## config.mk

```make
export PLATFORM = sky130hd
export DESIGN_NAME = rd_resp_router
export DESIGN_NICKNAME = d
export VERILOG_FILES = /design/src/rtl/rd_resp_router_pkg.sv /design/src/rtl/rd_resp_router_ord_fifo.sv /design/src/rtl/rd_resp_router.sv
export SDC_FILE = /design/constraint.sdc
export NUM_CORES = 1
export LEC_CHECK = 0
export BUFFER_PORTS_ARGS = -buffer_cell sky130_fd_sc_hd__buf_2
export CORE_MARGIN = 1
export CORE_UTILIZATION = 50
export DETAILED_ROUTE_END_ITERATION = 10
export PLACE_DENSITY = 0.86
export SYNTH_ARGS = -nofsm -noshare
export SYNTH_HDL_FRONTEND = slang
export SYNTH_HIERARCHICAL = 1
export SYNTH_SLANG_ARGS = --single-unit
```

## constraint.sdc

```tcl
create_clock -name clk -period 3.9 [get_ports clk]
set_input_delay 0.78 -clock clk [delete_from_list [all_inputs] [get_ports clk]]
set_output_delay 0.78 -clock clk [all_outputs]
set_load 0.03 [all_outputs]
```

## src/rtl/rd_resp_router_pkg.sv

```systemverilog
// rtl/rd_resp_router_pkg.sv - shared parameters and order-queue entry type for rd_resp_router
//
// Purpose: default configuration of the read-response router and the
// {cpu index, burst length} record stored in its order queue.
// Ports: none (package).

package rd_resp_router_pkg;

  localparam int N_CPU       = 4;
  localparam int ID_WIDTH    = 4;
  localparam int DATA_WIDTH  = 32;
  localparam int RRESP_WIDTH = 4;
  localparam int ORD_DEPTH   = 4;

  localparam int IDX_W = $clog2(N_CPU);

  typedef struct packed {
    logic [IDX_W-1:0] idx;
    logic [7:0]       len;
  } rd_ord_t;

  // Lowest set bit wins, so a malformed multi-hot grant still maps to one CPU.
  function automatic logic [IDX_W-1:0] lowest_idx(input logic [N_CPU-1:0] v);
    logic [IDX_W-1:0] idx;
    idx = '0;
    for (int i = N_CPU - 1; i >= 0; i--) begin
      if (v[i]) idx = IDX_W'(i);
    end
    return idx;
  endfunction

endpackage

```

## src/rtl/rd_resp_router_ord_fifo.sv

```systemverilog
// rtl/rd_resp_router_ord_fifo.sv - synchronous FIFO of read-order entries
//
// Purpose: holds outstanding reads in AR-grant order.
// Ports:
//   clk, resetn       clock, asynchronous active-low reset
//   push_i, push_data_i  write one entry (ignored when full)
//   pop_i             drop the head entry (ignored when empty)
//   head_o            current head entry
//   full_o, empty_o   occupancy flags

module ord_fifo
  import rd_resp_router_pkg::*;
#(
  parameter int DEPTH = ORD_DEPTH
) (
  input  logic    clk,
  input  logic    resetn,
  input  logic    push_i,
  input  rd_ord_t push_data_i,
  input  logic    pop_i,
  output rd_ord_t head_o,
  output logic    full_o,
  output logic    empty_o
);

  localparam int PTR_W = $clog2(DEPTH);

  rd_ord_t          mem_q [DEPTH];
  logic [PTR_W-1:0] wr_ptr_q, wr_ptr_d;
  logic [PTR_W-1:0] rd_ptr_q, rd_ptr_d;
  logic [PTR_W:0]   count_q, count_d;
  logic             do_push, do_pop;

  assign full_o  = (count_q == (PTR_W + 1)'(DEPTH));
  assign empty_o = (count_q == '0);
  assign head_o  = mem_q[rd_ptr_q];

  // A push against a full queue is dropped even if a pop happens in the same
  // cycle; upstream backpressure keeps this from happening in practice.
  assign do_push = push_i & ~full_o;
  assign do_pop  = pop_i & ~empty_o;

  always_comb begin
    wr_ptr_d = wr_ptr_q + PTR_W'(do_push);
    rd_ptr_d = rd_ptr_q + PTR_W'(do_pop);
    count_d  = count_q + (PTR_W + 1)'(do_push) - (PTR_W + 1)'(do_pop);
  end

  always_ff @(posedge clk or negedge resetn) begin
    if (!resetn) begin
      wr_ptr_q <= '0;
      rd_ptr_q <= '0;
      count_q  <= '0;
      for (int i = 0; i < DEPTH; i++) mem_q[i] <= '0;
    end else begin
      wr_ptr_q <= wr_ptr_d;
      rd_ptr_q <= rd_ptr_d;
      count_q  <= count_d;
      if (do_push) mem_q[wr_ptr_q] <= push_data_i;
    end
  end

endmodule

```

## src/rtl/rd_resp_router.sv

```systemverilog
// rtl/rd_resp_router.sv - steers the shared R channel back to the CPU that won each AR
//
// Purpose: records AR grant order and burst length, routes R beats to the
// head CPU, frees the entry on the last beat and flags protocol errors.
// Ports:
//   clk, resetn                clock, asynchronous active-low reset
//   ar_valid_cpu_i/ar_ready_cpu_i  per-CPU AR handshake seen at the arbiter
//   ar_len_o_i                 arbitrated burst length
//   ar_block_o                 order queue full, gates the arbiter's ready
//   r_valid_i/r_ready_o, r_id_i/r_data_i/r_resp_i/r_last_i  memory-side R
//   r_valid_cpu_o/r_ready_cpu_i  per-CPU R handshake
//   r_id_o/r_data_o/r_resp_o/r_last_o  R payload broadcast to all CPUs
//   err_o                      sticky protocol error

module rd_resp_router #(
  parameter int N_CPU       = rd_resp_router_pkg::N_CPU,
  parameter int ID_WIDTH    = rd_resp_router_pkg::ID_WIDTH,
  parameter int DATA_WIDTH  = rd_resp_router_pkg::DATA_WIDTH,
  parameter int RRESP_WIDTH = rd_resp_router_pkg::RRESP_WIDTH,
  parameter int ORD_DEPTH   = rd_resp_router_pkg::ORD_DEPTH
) (
  input  logic                   clk,
  input  logic                   resetn,
  input  logic [N_CPU-1:0]       ar_valid_cpu_i,
  input  logic [N_CPU-1:0]       ar_ready_cpu_i,
  input  logic [7:0]             ar_len_o_i,
  output logic                   ar_block_o,
  input  logic                   r_valid_i,
  output logic                   r_ready_o,
  input  logic [ID_WIDTH-1:0]    r_id_i,
  input  logic [DATA_WIDTH-1:0]  r_data_i,
  input  logic [RRESP_WIDTH-1:0] r_resp_i,
  input  logic                   r_last_i,
  output logic [N_CPU-1:0]       r_valid_cpu_o,
  input  logic [N_CPU-1:0]       r_ready_cpu_i,
  output logic [ID_WIDTH-1:0]    r_id_o,
  output logic [DATA_WIDTH-1:0]  r_data_o,
  output logic [RRESP_WIDTH-1:0] r_resp_o,
  output logic                   r_last_o,
  output logic                   err_o
);

  import rd_resp_router_pkg::*;

  logic [N_CPU-1:0] hs;
  logic             push, pop, r_hs, multi_hot;
  logic             empty, full;
  rd_ord_t          push_ent, head;
  logic [7:0]       beat_q, beat_d;
  logic             err_q, err_d;

  assign hs        = ar_valid_cpu_i & ar_ready_cpu_i;
  assign push      = |hs;
  assign multi_hot = |(hs & (hs - N_CPU'(1)));
  assign push_ent  = '{idx: lowest_idx(hs), len: ar_len_o_i};

  ord_fifo #(
    .DEPTH(ORD_DEPTH)
  ) u_ord_fifo (
    .clk        (clk),
    .resetn     (resetn),
    .push_i     (push),
    .push_data_i(push_ent),
    .pop_i      (pop),
    .head_o     (head),
    .full_o     (full),
    .empty_o    (empty)
  );

  assign ar_block_o = full;
  assign r_hs       = r_valid_i & r_ready_o;
  assign pop        = r_hs & r_last_i;
  assign err_o      = err_q;

  // Everything on the CPU side is gated by empty so nothing leaks out with no
  // owner, including the payload.
  always_comb begin
    r_valid_cpu_o = '0;
    r_ready_o     = 1'b0;
    r_id_o        = '0;
    r_data_o      = '0;
    r_resp_o      = '0;
    r_last_o      = 1'b0;
    if (!empty) begin
      r_valid_cpu_o[head.idx] = r_valid_i;
      r_ready_o               = r_ready_cpu_i[head.idx];
      r_id_o                  = r_id_i;
      r_data_o                = r_data_i;
      r_resp_o                = r_resp_i;
      r_last_o                = r_last_i;
    end
  end

  // beat_q counts beats already accepted for the head burst, so the last
  // beat must arrive when beat_q equals the recorded len.
  always_comb begin
    beat_d = beat_q;
    if (r_hs) beat_d = r_last_i ? 8'd0 : beat_q + 8'd1;

    err_d = err_q;
    if (multi_hot)                                  err_d = 1'b1;
    if (push && full)                               err_d = 1'b1;
    if (r_valid_i && empty)                         err_d = 1'b1;
    if (r_hs && r_last_i && (beat_q != head.len))   err_d = 1'b1;
    if (r_hs && !r_last_i && (beat_q == head.len))  err_d = 1'b1;
  end

  always_ff @(posedge clk or negedge resetn) begin
    if (!resetn) begin
      beat_q <= 8'd0;
      err_q  <= 1'b0;
    end else begin
      beat_q <= beat_d;
      err_q  <= err_d;
    end
  end

endmodule

```

==> results_dict.tcl <==
set metrics [dict create \
    status "complete, no violations" \
    cp_cell_sequence "mux4_2, mux4_2, and3_1, o31a_1, xnor2_1, ha_1, fa_1, xnor2_1, xnor2_1" \
    numCtsBuffers 5 \
    die_x_um 81.0 \
    tightest_slew_ns 0.958 \
    start_util_pct 52.4 \
    final_cell_area_sq_um 3850 \
    viasPerCell 5.38 \
    maxCapViolCount 0 \
    synth.distinct_cells 46 \
    rsz0062_at_grt "false" \
    io_pins 112 \
    synth-async-reset-ratio_pct 100 \
    grt_pass1_vias 2296 \
    multi_input_area_sq_um 1650 \
    ant_nets 0 \
    ys_warn_count 6 \
    drc_errors 0 \
    fin_nets 433 \
    criticalPathCategory "reg -> reg" \
    htreeDepth 2 \
    fill_cells 479 \
    seqCellArea_sq_um 1400 \
    yosysSeqAreaShare_pct 44.9 \
    cts_tree "done" \
    slew_headroom_pct 35.8 \
    drt_iter0_markers 132 \
    cts.path.max_buffers 2 \
    min_period_over_period_pct 81.8 \
    clkSinkCount 56 \
    std_cell_rows 28 \
    synth_edf_count 0 \
    syn_to_final_growth_pct 23.4 \
    path_common_cell "xnor2_1" \
    clockRootBuffer "clkbuf_8" \
    total_leakage_power_nw 1.83 \
    core_sq_um 5960 \
    fp.dieH_um 81.0 \
    cpPeakStageDelay_ns 0.68 \
    hold_buffers 0 \
    insertion_delay_ns 0.32 \
    stdcell_count 441 \
    netlist_instances 255 \
    n_antenna_cell 0 \
    slew_violations 0 \
    finalSetupTns_ns 0 \
    syn_area_per_cell_sq_um 12.2 \
    drtPass1Iterations 4 \
    hold_violations 0 \
    hpwl_mm 5.37 \
    dr_total_vias 2374 \
    finalSetupViolCount 0 \
    post_drt_wl_per_cell_um 16.1 \
    clock_skew_ns 0.00988 \
    critPathBufInv 0 \
    place_congestion 0.770 \
    die-area_sq_um 6560 \
    cp-end-kind "register" \
    crit_fanout 11 \
    grt_max_degree 45 \
    synth_top_flop_cell "dfrtp_1" \
    drt-total-wl_mm 7.09 \
    final_cell_mix "buf_2 (111), dfrtp_1 (56), nor2b_1 (43), mux2_2 (30), nand2_1 (16)" \
    mostFrequentLayoutCell "buf_2" \
    powerDensity_nw_per_um2 834 \
    synth-seq-cells 56 \
    dp.cells 433 \
    power_mw 3.21 \
    port_buffers 111 \
    crit_family "multiplexers" \
    post-cts-setup-buffer-count 0 \
    period_minus_slack_ns 3.19 \
    dpl-instance-area_sq_um 3740 \
    antenna_found_initial 0 \
    grt-ovfl-total 0 \
    synth_nets 323 \
    ir_drop_mv 0.437 \
    track_usage_pct 22.3 \
    cp-start-kind "register" \
    clkTransAtPathRegs_ns 0.10 \
    slowest_stage "dfrtp_1" \
    max_freq_mhz 314 \
    syn_area_sq_um 3120 \
    hold_class "reg -> reg" \
    arrival_ns 3.44 \
    required_ns 4.15 \
    drive_above_1_share_pct 49.2 \
    cts_resized 0 \
    grt_first_pass_wirelength_mm 10.8 \
]
-- Yosys cell counts, types with 5 or more instances --
library cell / count / area (sq um)
mux4_2: 11 / 248
mux2_2: 30 / 338
nand3_1: 6 / 30.0
o21ai_0: 7 / 35.0
nand2_1: 16 / 60.1
dfrtp_1: 56 / 1400
nor3b_1: 5 / 37.5
nor2b_1: 43 / 269
clkbuf_1: 7 / 26.3
xnor2_1: 12 / 105
mux2_4: 10 / 150
-- path summary, 6_finish.rpt --
path	startpoint	end	slack (ns)	cells after the start
max in group asynchronous	resetn	u_ord_fifo/mem_q[8]	2.58	2
setup reg to reg	u_ord_fifo/rd_ptr_q[1]	u_ord_fifo/count_q[2]	0.71	9
setup / recovery	u_ord_fifo/rd_ptr_q[1]	u_ord_fifo/count_q[2]	0.71	9
min in group asynchronous	resetn	u_ord_fifo/wr_ptr_q[0]	0.55	1
hold reg to reg	u_ord_fifo/mem_q[2]	u_ord_fifo/mem_q[2]	0.52	1
hold / removal	u_ord_fifo/mem_q[2]	u_ord_fifo/mem_q[2]	0.52	1
-- sequential cells by signal, summed over array words and instances (netlist names) --
register and flops:
u_ord_fifo/wr_ptr_q 2, u_ord_fifo/count_q 3, err_o 1, u_ord_fifo/mem_q 40, beat_q 8, u_ord_fifo/rd_ptr_q 2
-- metal layers --
metal	routed length (um)	vias up	part of all wire (%)	global-route usage (%)
li1	-	1126	-	-
met5	0	-	0	0
met1	2770	1156	39	26.0
met3	401	10	5.7	3.93
met4	96	0	1.4	8.21
met2	3820	82	54	40.7
-- where the power goes --
group,total [mW],internal (mW),switching [mW]
logic,1.72,0.838,0.879
registers,1.12,0.869,0.249
clock network,0.381,0.190,0.191
-- worst reg2reg max path, delay by kind of cell (launching register included) --
family,cells,cell delay [ns]
adder cells (fa/ha/maj),2,0.58
AND/OR/NAND/NOR,1,0.23
multiplexers,2,0.99
XOR/XNOR,3,0.47
AO/OA/AOI/OAI,1,0.17
flip-flops,1,0.68
-- kinds of logic after synthesis --
logic type / share of synthesized area, %
fa+ha+maj: 2.16
mux: 23.6
xor+xnor: 3.93
simple gates: 19.2
flops: 44.9
compound gates: 3.81
buf+inv: 2.40
-- metrics by stage --
stage	setup WS (ns)	hold WS (ns)	util, %
finish	0.711	0.517	64.7
global route	0.613	0.533	64.7
CTS	0.729	0.518	64.7
detailed placement	0.763	0.492	62.8
global placement	0.855	0.484	62.8
floorplan	0.717	0.469	-
-- area by class of cell --
class | instances | share of cell area [%]
Sequential cell | 56 | 36.4
Multi-Input combinational cell | 184 | 42.8
Inverter | 3 | 0.292
Clock buffer | 5 | 1.79
Clock inverter | 3 | 1.10
Timing Repair Buffer | 115 | 15.2
Tap cell | 75 | 2.44
Note: power is estimated with default switching activity, not from simulation.
